$ cat src/rtl/aes_pkg.sv
// Shared AES definitions: widths, state type, SubBytes FSM encoding and S-box tables.
package aes_pkg;

    localparam int AES_BLOCK_W   = 128;
    localparam int AES_BYTE_W    = 8;
    localparam int AES_NUM_BYTES = AES_BLOCK_W / AES_BYTE_W;

    // Byte i of a state occupies bits [8i:8i+7]; byte 0 is the leftmost byte.
    typedef logic [0:AES_BLOCK_W-1] aes_state_t;
    typedef logic [AES_BYTE_W-1:0]  aes_byte_t;

    typedef enum logic [1:0] {
        ST_IDLE = 2'd0,
        ST_RUN  = 2'd1,
        ST_DONE = 2'd2
    } sb_fsm_t;

    // Forward S-box, entry 0x00 in the most significant byte.
    // Entry k lives at bits [{~k,3'b000} +: 8].
    localparam logic [2047:0] SBOX_FWD = {
        128'h637c777bf26b6fc53001672bfed7ab76,
        128'hca82c97dfa5947f0add4a2af9ca472c0,
        128'hb7fd9326363ff7cc34a5e5f171d83115,
        128'h04c723c31896059a071280e2eb27b275,
        128'h09832c1a1b6e5aa0523bd6b329e32f84,
        128'h53d100ed20fcb15b6acbbe394a4c58cf,
        128'hd0efaafb434d338545f9027f503c9fa8,
        128'h51a3408f929d38f5bcb6da2110fff3d2,
        128'hcd0c13ec5f974417c4a77e3d645d1973,
        128'h60814fdc222a908846eeb814de5e0bdb,
        128'he0323a0a4906245cc2d3ac629195e479,
        128'he7c8376d8dd54ea96c56f4ea657aae08,
        128'hba78252e1ca6b4c6e8dd741f4bbd8b8a,
        128'h703eb5664803f60e613557b986c11d9e,
        128'he1f8981169d98e949b1e87e9ce5528df,
        128'h8ca1890dbfe6426841992d0fb054bb16
    };

    // Inverse table is derived from the forward one so the two can never disagree.
    function automatic logic [2047:0] invert_sbox(input logic [2047:0] fwd);
        logic [2047:0] inv_tab;
        logic [7:0]    k8;
        logic [7:0]    v;
        inv_tab = '0;
        for (int k = 0; k < 256; k++) begin
            k8 = 8'(k);
            v  = fwd[{~k8, 3'b000} +: 8];
            inv_tab[{~v, 3'b000} +: 8] = k8;
        end
        return inv_tab;
    endfunction

    localparam logic [2047:0] SBOX_INV = invert_sbox(SBOX_FWD);

endpackage

$ cat src/rtl/aes_sbox.sv
// Single combinational AES S-box lookup; INV selects the decryption table.
module aes_sbox
    import aes_pkg::*;
#(
    parameter int INV = 0
) (
    input  aes_byte_t byte_val,
    output aes_byte_t sub_val
);

    localparam logic [2047:0] TABLE = (INV != 0) ? SBOX_INV : SBOX_FWD;

    // Pure table lookup, byte value is the index.
    always_comb begin
        sub_val = TABLE[{~byte_val, 3'b000} +: 8];
    end

endmodule

$ cat src/rtl/sub_bytes_seq.sv
// Iterative SubBytes: substitutes BYTES_PER_CYCLE bytes per clock through shared S-boxes
// and holds the finished state until the consumer takes it.
//
// Handshake: a transfer happens on a rising edge where valid and ready are both high.
// in_ready is high in IDLE, and in DONE follows out_ready so a new state can load on
// the same edge the result leaves. out_valid stays high with sb_state frozen until
// out_ready; valid never depends on ready on the output side.
module sub_bytes_seq
    import aes_pkg::*;
#(
    parameter int BYTES_PER_CYCLE = 4,
    parameter int INV             = 0
) (
    input  logic       clk,
    input  logic       rst,
    input  logic       in_valid,
    output logic       in_ready,
    input  aes_state_t in_state,
    output logic       out_valid,
    input  logic       out_ready,
    output aes_state_t sb_state,
    output logic       busy,
    output sb_fsm_t    fsm_state
);

    localparam int N        = AES_NUM_BYTES / BYTES_PER_CYCLE;
    localparam int GRP_W    = AES_BYTE_W * BYTES_PER_CYCLE;
    localparam int CNT_W    = (N > 1) ? $clog2(N) : 1;
    localparam logic [CNT_W-1:0] CNT_LAST = CNT_W'(N - 1);

    sb_fsm_t          state, state_nxt;
    logic [CNT_W-1:0] cnt, cnt_nxt;
    aes_state_t       work, work_nxt;

    // Group view of the work register, the group selected by cnt, and its substitution.
    logic [0:GRP_W-1] grp [N];
    logic [0:GRP_W-1] grp_sel;
    logic [0:GRP_W-1] grp_sub;
    aes_state_t       work_run;

    for (genvar g = 0; g < N; g++) begin : g_group
        assign grp[g] = work[GRP_W*g +: GRP_W];
        // Only the active group is replaced; the rest pass through unchanged.
        assign work_run[GRP_W*g +: GRP_W] = (cnt == CNT_W'(g)) ? grp_sub : grp[g];
    end

    if (N == 1) begin : g_sel_single
        assign grp_sel = grp[0];
    end else begin : g_sel_mux
        assign grp_sel = grp[cnt];
    end

    for (genvar l = 0; l < BYTES_PER_CYCLE; l++) begin : g_lane
        aes_sbox #(.INV(INV)) u_sbox (
            .byte_val (grp_sel[AES_BYTE_W*l +: AES_BYTE_W]),
            .sub_val  (grp_sub[AES_BYTE_W*l +: AES_BYTE_W])
        );
    end

    // State register, group counter and work register.
    always_ff @(posedge clk) begin
        if (rst) begin
            state <= ST_IDLE;
            cnt   <= '0;
            work  <= '0;
        end else begin
            state <= state_nxt;
            cnt   <= cnt_nxt;
            work  <= work_nxt;
        end
    end

    // Next-state, counter/work updates and handshake outputs.
    always_comb begin
        state_nxt = state;
        cnt_nxt   = cnt;
        work_nxt  = work;
        in_ready  = 1'b0;
        out_valid = 1'b0;
        busy      = 1'b0;
        unique case (state)
            ST_IDLE: begin
                in_ready = 1'b1;
                if (in_valid) begin
                    work_nxt  = in_state;
                    cnt_nxt   = '0;
                    state_nxt = ST_RUN;
                end
            end
            ST_RUN: begin
                busy     = 1'b1;
                work_nxt = work_run;
                if (cnt == CNT_LAST) begin
                    cnt_nxt   = '0;
                    state_nxt = ST_DONE;
                end else begin
                    cnt_nxt = cnt + 1'b1;
                end
            end
            ST_DONE: begin
                out_valid = 1'b1;
                in_ready  = out_ready;
                if (out_ready) begin
                    if (in_valid) begin
                        work_nxt  = in_state;
                        cnt_nxt   = '0;
                        state_nxt = ST_RUN;
                    end else begin
                        state_nxt = ST_IDLE;
                    end
                end
            end
            default: begin
                state_nxt = ST_IDLE;
                cnt_nxt   = '0;
            end
        endcase
    end

    assign sb_state  = work;
    assign fsm_state = state;

endmodule
$ cat config.mk
export PLATFORM = sky130hd
export DESIGN_NAME = sub_bytes_seq
export DESIGN_NICKNAME = d
export VERILOG_FILES = /design/src/rtl/aes_pkg.sv /design/src/rtl/aes_sbox.sv /design/src/rtl/sub_bytes_seq.sv
export SDC_FILE = /design/constraint.sdc
export NUM_CORES = 1
export LEC_CHECK = 0
export BUFFER_PORTS_ARGS = -buffer_cell sky130_fd_sc_hd__buf_4
export CAP_MARGIN = 20
export CELL_PAD_IN_SITES_DETAIL_PLACEMENT = 1
export CELL_PAD_IN_SITES_GLOBAL_PLACEMENT = 2
export CORE_AREA = 2 2 243 245
export DETAILED_ROUTE_END_ITERATION = 8
export DIE_AREA = 0 0 245 247
export PLACE_DENSITY_LB_ADDON = 0.1
export SKIP_CTS_REPAIR_TIMING = 1
export SLEW_MARGIN = 20
export SYNTH_ARGS = -nofsm -noshare
export SYNTH_HDL_FRONTEND = slang
export SYNTH_HIERARCHICAL = 1
export SYNTH_SLANG_ARGS = --single-unit
$ cat constraint.sdc
create_clock -name clk -period 6.5 [get_ports clk]
set_input_delay 0 -clock clk [delete_from_list [all_inputs] [get_ports clk]]
set_output_delay 0 -clock clk [all_outputs]
set_load 0.01 [all_outputs]
## Word level (Yosys, flattened, before mapping)

Index checks and enable logic that the tools add are counted.

- Register bits after elaboration: 132
- Bits in latches: 0
- Bits in writable memories: 0
- Memory bits (read-only): 0
- Input port bits: 132
- Output and inout bits: 133
- Logic and storage cells: 58
- Memories kept: 0

- $add $sub $neg: 1
- Multiply operators: 0
- Divide/modulo/power cells: 0
- Order comparisons: 1
- Equality and inequality tests: 11
- Shift-type cells: 4
- Mux-type cells: 22
- Bitwise logic cells: 5
- Reduce and logical (&&, ||, !) cells: 8

Operators by type and width:

| kind | number |
|---|---|
| $shiftx A2048 B12 Y8 const A | 4 |
| $pmux W128 S3 | 1 |
| $mux W128 | 2 |
| $mux W32 | 6 |
| $bmux W32 S2 | 1 |
| $not A8 Y8 | 4 |
| $reduce_and A3 Y1 | 5 |
| $mux W2 | 6 |
| $ne A2 B2 Y1 const B | 6 |
| $pmux W2 S3 | 2 |
| $eq A2 B2 Y1 const B | 3 |
| $eq A2 B1 Y1 const B | 2 |
| $logic_not A2 Y1 | 2 |
| $ge A3 B3 Y1 const B | 1 |
| $mux W1 | 3 |
| $not A2 Y3 | 1 |
| $reduce_bool A3 Y1 | 1 |
| $add A2 B1 Y2 const B | 1 |
| $pmux W1 S2 | 1 |

## Logic depth before layout (Yosys ltp)

Gate-level depths: netlist of run 1.

- Depth after elaboration: 8
- Gate-level depth with buffers: 17
- Depth with buffers taken out: 12

## Modules after synthesis

The synthesis of run 1 kept the hierarchy.

By module, submodules not included:

| module | times used | cells an instance | area each (µm²) | sequential area each (µm²) |
|---|---|---|---|---|
| aes_sbox | 4 | 550 | 3533.4 | 0.0 |
| sub_bytes_seq | 1 | 717 | 7577.3 | 2642.5 |

## Worst setup path after synthesis of run 1

OpenSTA, ideal clock, no wires.

- Path kind: reg2reg
- Start point: reg cnt[0]
- End point: reg work[110], in the netlist sb_state[110]
- Setup time: 0.081 ns
- Arrival time: 3.846 ns
- Setup slack: 2.573 ns
- Stages on the path, launching flop included: 17
- Cells stage by stage: dfxtp_1 > buf_2 > buf_2 > mux4_2 > buf_2 > inv_1 > ha_1 > or2_2 > clkbuf_1 > o22ai_1 > a311oi_1 > a211oi_1 > a211oi_1 > o22ai_1 > and3b_1 > a21oi_1 > a211oi_2

- Cells in the longest elaborated chain, start to end: 8

RTL lines:

| item | RTL line | source |
|---|---|---|
| start: declaration | sub_bytes_seq.sv:32 | `logic [CNT_W-1:0] cnt, cnt_nxt;` |
| start signal: assignment | sub_bytes_seq.sv:68 | `cnt <= cnt_nxt;` |
| $not A2 Y3 (not written as such) | sub_bytes_seq.sv:50 | `assign grp_sel = grp[cnt];` |
| $bmux W32 S2 | sub_bytes_seq.sv:50 |  |
| $mux W32 (not written as such) (2 in series) | sub_bytes_seq.sv:50 |  |
| via grp_sel, one bit | sub_bytes_seq.sv:37 | `logic [0:GRP_W-1] grp_sel;` |
| $not A8 Y8 | aes_sbox.sv:15 | `sub_val = TABLE[{~byte_val, 3'b000} +: 8];` |
| $shiftx A2048 B12 Y8 | aes_sbox.sv:15 |  |
| via grp_sub, one bit | sub_bytes_seq.sv:38 | `logic [0:GRP_W-1] grp_sub;` |
| $mux W32 | sub_bytes_seq.sv:44 | `assign work_run[GRP_W*g +: GRP_W] = (cnt == CNT_W'(g)) ? grp_sub : grp[g];` |
| $pmux W128 S3 | sub_bytes_seq.sv:81 | `unique case (state)` |
| end signal: assignment | sub_bytes_seq.sv:69 | `work <= work_nxt;` |
| end: declaration | sub_bytes_seq.sv:33 | `aes_state_t work, work_nxt;` |

The timed path passes the listed nets, and every way through them passes these cells. The select of a mux whose other input is x is not followed.
A chain may end at the register's enable or synchronous reset.

## Final worst setup path of run 1

- Start point: reg cnt[0]
- End point: reg work[71], in the netlist sb_state[71]

Same word-level chain as after synthesis.

==> results of run 1 <==
==> area by class of cell <==
type / count / area, um^2 / area share (%)
Inverter: 53 / 199 / 0.795
Sequential cell: 132 / 2650 / 10.6
Multi-Input combinational cell: 2352 / 16700 / 66.7
Clock inverter: 13 / 113 / 0.450
Timing Repair Buffer: 478 / 3950 / 15.8
Tap cell: 773 / 967 / 3.87
Clock buffer: 18 / 429 / 1.72
Antenna cell: 4 / 10.0 / 0.0400
==> synthesized netlist by cell type, types with 20 or more instances <==
| master | n |
|---|---|
| or2_2 | 24 |
| dfxtp_1 | 132 |
| buf_2 | 168 |
| nor2b_1 | 67 |
| and2_1 | 32 |
| nand3_1 | 72 |
| o311ai_0 | 20 |
| a31oi_1 | 68 |
| buf_6 | 45 |
| buf_4 | 50 |
| a21oi_1 | 339 |
| inv_1 | 48 |
| a22oi_1 | 24 |
| a211oi_2 | 121 |
| o211ai_1 | 54 |
| nand2b_1 | 90 |
| mux4_2 | 44 |
| a221oi_1 | 24 |
| and3b_1 | 36 |
| nor2_1 | 183 |
| o22ai_1 | 52 |
| ha_1 | 64 |
| a211oi_1 | 187 |
| nand2_1 | 145 |
| nor3_1 | 48 |
| o21ai_1 | 28 |
| o21ai_0 | 188 |
| a311oi_1 | 52 |
| clkbuf_1 | 107 |
| o31ai_1 | 28 |
==> metrics by stage <==
stage,hold slack (ns),power (mW),setup WS (ns)
after floorplan,0.214,4.11,2.57
after global placement,0.353,5.56,1.49
after detailed placement,0.367,5.55,1.44
after CTS,-0.162,6.54,1.42
after global routing,0.0842,7.07,0.611
final,0.0656,6.82,0.846
==> sequential cells by signal (all words and copies together) (netlist names) <==
| name | cells |
|---|---|
| sb_state | 128 |
| fsm_state | 2 |
| cnt | 2 |
==> path summary, 6_finish.rpt <==
| check | startpoint | to | slack, ns |
|---|---|---|---|
| worst min register to register | sb_state[66]$_SDFFE_PP0P_ | sb_state[66]$_SDFFE_PP0P_ | 0.63 |
| worst max-delay path | cnt[0]$_SDFFE_PP0P_ | sb_state[71]$_SDFFE_PP0P_ | 0.85 |
| worst min-delay path | out_ready | fsm_state[1]$_SDFFE_PP0P_ | 0.07 |
| worst max register to register | cnt[0]$_SDFFE_PP0P_ | sb_state[71]$_SDFFE_PP0P_ | 0.85 |
==> layer usage <==
| layer | GRT usage (%) | share of wire (%) | up-vias |
|---|---|---|---|
| met4 | 20.1 | 5.6 | 8 |
| met2 | 64.3 | 45 | 2003 |
| met5 | 0 | 0.040 | - |
| met3 | 10.1 | 11 | 472 |
| met1 | 51.0 | 39 | 13700 |
| li1 | - | - | 11600 |
==> layout by cell type, fill, tap and decap left out, types with 47 or more instances in the layout <==
master	synthesis	final
buf_4	50	342
a21oi_1	339	339
o21ai_0	188	188
a211oi_1	187	187
nor2_1	183	183
nand2_1	145	145
dlygate4sd3_1	0	133
dfxtp_1	132	128
a211oi_2	121	121
nand2b_1	90	88
nand3_1	72	72
a31oi_1	68	68
nor2b_1	67	66
ha_1	64	64
o211ai_1	54	54
a311oi_1	52	52
o22ai_1	52	52
nor3_1	48	48
inv_1	48	47
==> critical path, cell delays in order (launching register included) <==
cell           delay, ns
dfxtp_4             0.79
buf_4               0.31
mux4_2              0.65
inv_1               0.37
ha_1                0.63
nand2b_1            0.41
a21oi_1             0.40
nor3_1              0.17
a221oi_1            0.42
o21ai_1             0.12
o31ai_1             0.11
and3b_1             0.30
a21oi_1             0.08
a211oi_2            0.24
dlygate4sd3_1       0.56
==> power by group <==
part           switching, mW  total (mW)  internal, mW
logic                   3.21        4.83          1.62
registers              0.114        1.02         0.902
clock network          0.458       0.979         0.521
total                   3.78        6.82          3.04
==> cells by family (layout without fill, tap and decap cells) <==
group                    Yosys count  in the layout  synth area share, %
XOR/XNOR                           8              8                0.323
AND/OR/NAND/NOR                  810            810                 20.3
AO/OA/AOI/OAI                   1406           1406                 46.7
multiplexers                      64             64                 5.65
buffers and inverters            433            562                 11.1
flip-flops                       132            132                 12.2
adder cells (fa/ha/maj)           64             64                 3.69
other                              0              4                    0
==> results.py, run 1 <==
metrics = {
    "sta": {
        "rsz0062_at_grt": "no",
        "final-setup-viol-count": 0,
        "period_needed_ns": 5.65,
        "worst_pin_slew_ns": 1.21,
        "skew_ns": 0.0150,
        "relSlewSlack_pct": 19.5,
        "hold_viol": 0,
        "finalSetupTns_ns": 0,
        "fmax_mhz": 177,
        "min_period_over_period_pct": 87.0,
        "slew_violations": 0,
    },
    "hold_path": {
        "hold_class": "primary input to flop",
        "hold_depth": 4,
    },
    "clock_tree": {
        "clkLatencyLatePin_ns": 0.50,
        "clockBufferDepth": 2,
        "tritoncts": "done",
        "cts-root-buf": "clkbuf_16",
        "cts_sinks": 132,
        "htreeDepth": 4,
        "clk_transition_reported_paths_ns": 0.07,
        "cts_inserted_buffers": 17,
    },
    "synthesis": {
        "ys_types": 84,
        "synth_edf_count": 0,
        "synth_top_cell_by_area": "dfxtp_1",
        "synth.area.top_cells": "dfxtp_1, a21oi_1, a211oi_2, a211oi_1, mux4_2",
        "ys.flop_type": "dfxtp_1",
        "synth_top_area_share_pct": 12.2,
        "synth-async-reset-ratio_pct": 0,
        "synth-seq-area-share_pct": 12.2,
        "yosysWarnings": 6,
        "syn_inst": 2917,
        "ys_ff_latch": 132,
        "synth_area_um2": 21700,
        "syn_nets": 3113,
        "syn_avg_cell_area_um2": 7.44,
    },
    "critical_path": {
        "required_ns": 6.94,
        "worst-setup-path-type": "flop to flop",
        "critical_path.endpoint_type": "flop",
        "worstPathArrival_ns": 6.09,
        "r2r_cells": 14,
        "start_kind": "flop",
        "cp_max_fo": 22,
    },
    "floorplanning": {
        "start_util_pct": 37.3,
        "die_height_um": 247,
        "pin_count": 265,
        "fp.dieArea_um2": 60500,
        "rows": 89,
        "die_x_um": 245,
        "coreArea_um2": 58200,
    },
    "detailed_routing": {
        "avgRoutedWirePerCell_um": 33.6,
        "postRouteWirelength_um": 129000,
        "drt_iter0_markers": 3968,
        "viasPerCell": 7.26,
        "drc": 0,
        "ant_nets": 0,
        "firstDrtPassIters": 6,
        "num_vias": 27800,
    },
    "pwr": {
        "vdd_drop_max_mv": 0.220,
        "power.density_nw_per_um2": 273,
        "leakage_nw": 8.96,
    },
    "cells_and_area": {
        "nFillCells": 7090,
        "final_util_pct": 43.0,
        "nets": 3230,
        "drive_above_1_share_pct": 21.9,
        "fin_area_um2": 25000,
        "instances_no_fill": 3823,
        "syn_to_final_growth_pct": 15.2,
    },
    "grt": {
        "grtUsageTotal_pct": 40.5,
        "grt_pass1_vias": 26700,
        "antenna_found_initial": 6,
        "grt-ovfl-total": 0,
        "grt_first_pass_wirelength_um": 185000,
        "grt_max_degree": 96,
    },
    "place": {
        "hpwl_um": 87500,
        "dpl_cell_area_um2": 23100,
        "gp_congestion": 1.06,
        "dp_cells": 3655,
        "port_buffers": 264,
    },
    "job": {
        "max-cap-violations": 0,
    },
    "outcome": {
        "status": "completed",
    },
}
Note: power is estimated with default switching activity, not from simulation.
==> run 2: changes to the inputs <==
CELL_PAD_IN_SITES_DETAIL_PLACEMENT = 2   (was 1)
==> results.py, run 2 (synthesized netlist as in run 1, its figures left out) <==
metrics = {
    "cells_and_area": {
        "drive_above_1_share_pct": 22.0,
        "syn_to_final_growth_pct": 15.7,
        "largest_reg_flops": 128,
        "final_common_cell": "buf_4",
        "instances_no_fill": 3826,
        "layout_common_cells": "buf_4, a21oi_1, o21ai_0, a211oi_1, nor2_1",
        "nets": 3233,
    },
    "outcome": {
        "status": "completed",
    },
    "place": {
        "dp_cells": 3655,
        "port_buffers": 264,
        "pre_cts_ws_ns": 1.38,
        "hpwl_um": 93100,
        "gp_congestion": 1.06,
    },
    "critical_path": {
        "critical_path.endpoint_type": "flop",
        "critPathTopFamily": "buffers and inverters",
        "worstPathArrival_ns": 6.12,
        "path_buf_inv": 4,
        "worst-setup-path-type": "flop to flop",
        "crit_chain": "buf_4, mux4_2, inv_1, ha_1, inv_1, nor2_1, o31ai_1, a21oi_1, a211oi_1, a311oi_1, and3b_1, a21oi_1, a211oi_2, dlygate4sd3_1",
        "critPathSlowestCell": "dfxtp_4",
        "required_ns": 6.94,
        "cp_max_fo": 22,
        "cpPeakStageDelay_ns": 0.83,
        "start_kind": "flop",
    },
    "floorplanning": {
        "pin_count": 265,
        "die_height_um": 247,
        "die_x_um": 245,
        "coreArea_um2": 58200,
        "fp.dieArea_um2": 60500,
        "rows": 89,
        "start_util_pct": 37.3,
    },
    "detailed_routing": {
        "num_vias": 28100,
        "drt_iter0_markers": 3687,
        "postRouteWirelength_um": 138000,
        "avgRoutedWirePerCell_um": 36.2,
        "drc": 0,
        "firstDrtPassIters": 5,
        "viasPerCell": 7.34,
        "ant_nets": 0,
    },
    "grt": {
        "grt_pass1_vias": 28000,
        "grtUsageTotal_pct": 42.9,
        "grt-ovfl-total": 0,
        "grt_max_degree": 96,
        "antenna_found_initial": 7,
        "grt_first_pass_wirelength_um": 195000,
    },
    "sta": {
        "fmax_mhz": 176,
        "slew_violations": 0,
        "skew_ns": 0.0126,
        "final-setup-viol-count": 0,
        "period_needed_ns": 5.68,
        "min_period_over_period_pct": 87.3,
        "finalSetupTns_ns": 0,
        "worst_pin_slew_ns": 1.25,
        "relSlewSlack_pct": 16.3,
        "hold_viol": 0,
        "rsz0062_at_grt": "no",
        "setup_slack_ns": 0.823,
    },
    "clock_tree": {
        "tritoncts": "done",
        "cts_sinks": 132,
        "clockBufferDepth": 2,
        "clkLatencyLatePin_ns": 0.51,
        "cts-root-buf": "clkbuf_16",
        "htreeDepth": 4,
        "cts_inserted_buffers": 17,
        "clk_transition_reported_paths_ns": 0.07,
    },
    "pwr": {
        "total_power_mw": 7.06,
        "leakage_nw": 9.00,
        "vdd_drop_max_mv": 0.241,
        "power.density_nw_per_um2": 281,
    },
    "hold_path": {
        "hold_class": "primary input to flop",
    },
    "job": {
        "max-cap-violations": 0,
    },
}
==> run 2: cell types whose count changed in the layout (fill, tap and decap cells not counted), sizes merged <==
cell,change
buf,+1
bufinv,+1
clkbuf,+1
clkinv,-6
clkinvlp,+3
diode,-1
dlygate4sd3,+2
inv,+2
==> run 2: final cells by class <==
| type | count | area (um^2) |
|---|---|---|
| Tap cell | 773 | 967 |
| Antenna cell | 3 | 7.51 |
| Multi-Input combinational cell | 2352 | 16700 |
| Timing Repair Buffer | 481 | 4000 |
| Inverter | 53 | 199 |
| Fill cell | 6588 | 33100 |
| Clock buffer | 19 | 453 |
| Clock inverter | 13 | 149 |
| Sequential cell | 132 | 2650 |
==> run 2: final timing paths <==
kind | to | slack, ns | depth (start not counted) | startpoint
min reg2reg | sb_state[103]$_SDFFE_PP0P_ | 0.64 | 2 | sb_state[103]$_SDFFE_PP0P_
max | sb_state[5]$_SDFFE_PP0P_ | 0.82 | 14 | cnt[0]$_SDFFE_PP0P_
max reg2reg | sb_state[5]$_SDFFE_PP0P_ | 0.82 | 14 | cnt[0]$_SDFFE_PP0P_
min | fsm_state[1]$_SDFFE_PP0P_ | 0.11 | 4 | out_ready
==> run 2: worst reg2reg max path, stage by stage, from the launching register on <==
cell	delay (ns)
dfxtp_4	0.83
buf_4	0.32
mux4_2	0.65
inv_1	0.37
ha_1	0.64
inv_1	0.38
nor2_1	0.29
o31ai_1	0.11
a21oi_1	0.17
a211oi_1	0.07
a311oi_1	0.46
and3b_1	0.37
a21oi_1	0.09
a211oi_2	0.27
dlygate4sd3_1	0.59
==> run 2: per-layer routing <==
layer / track usage [%] / part of all wire [%]
met5: 0 / 0.038
met1: 53.4 / 39
met4: 22.9 / 6.1
met3: 10.4 / 9.3
met2: 68.2 / 45
==> run 2: where the power goes <==
group / internal [mW] / switching [mW] / leakage, nW
sequential: 0.902 / 0.118 / 1.10
combinational: 1.63 / 3.32 / 7.62
clock: 0.588 / 0.499 / 0.275
total: 3.12 / 3.94 / 9.00
==> run 2: metrics by stage <==
stage / util [%] / cell area (um^2) / hold WS [ns]
after detailed placement: 39.7 / 23100 / 0.365
final: 43.1 / 25100 / 0.110
after CTS: 40.8 / 23700 / -0.173
after floorplan: - / 21700 / 0.214
after global placement: 39.7 / 23100 / 0.353
after global routing: 43.1 / 25100 / 0.109
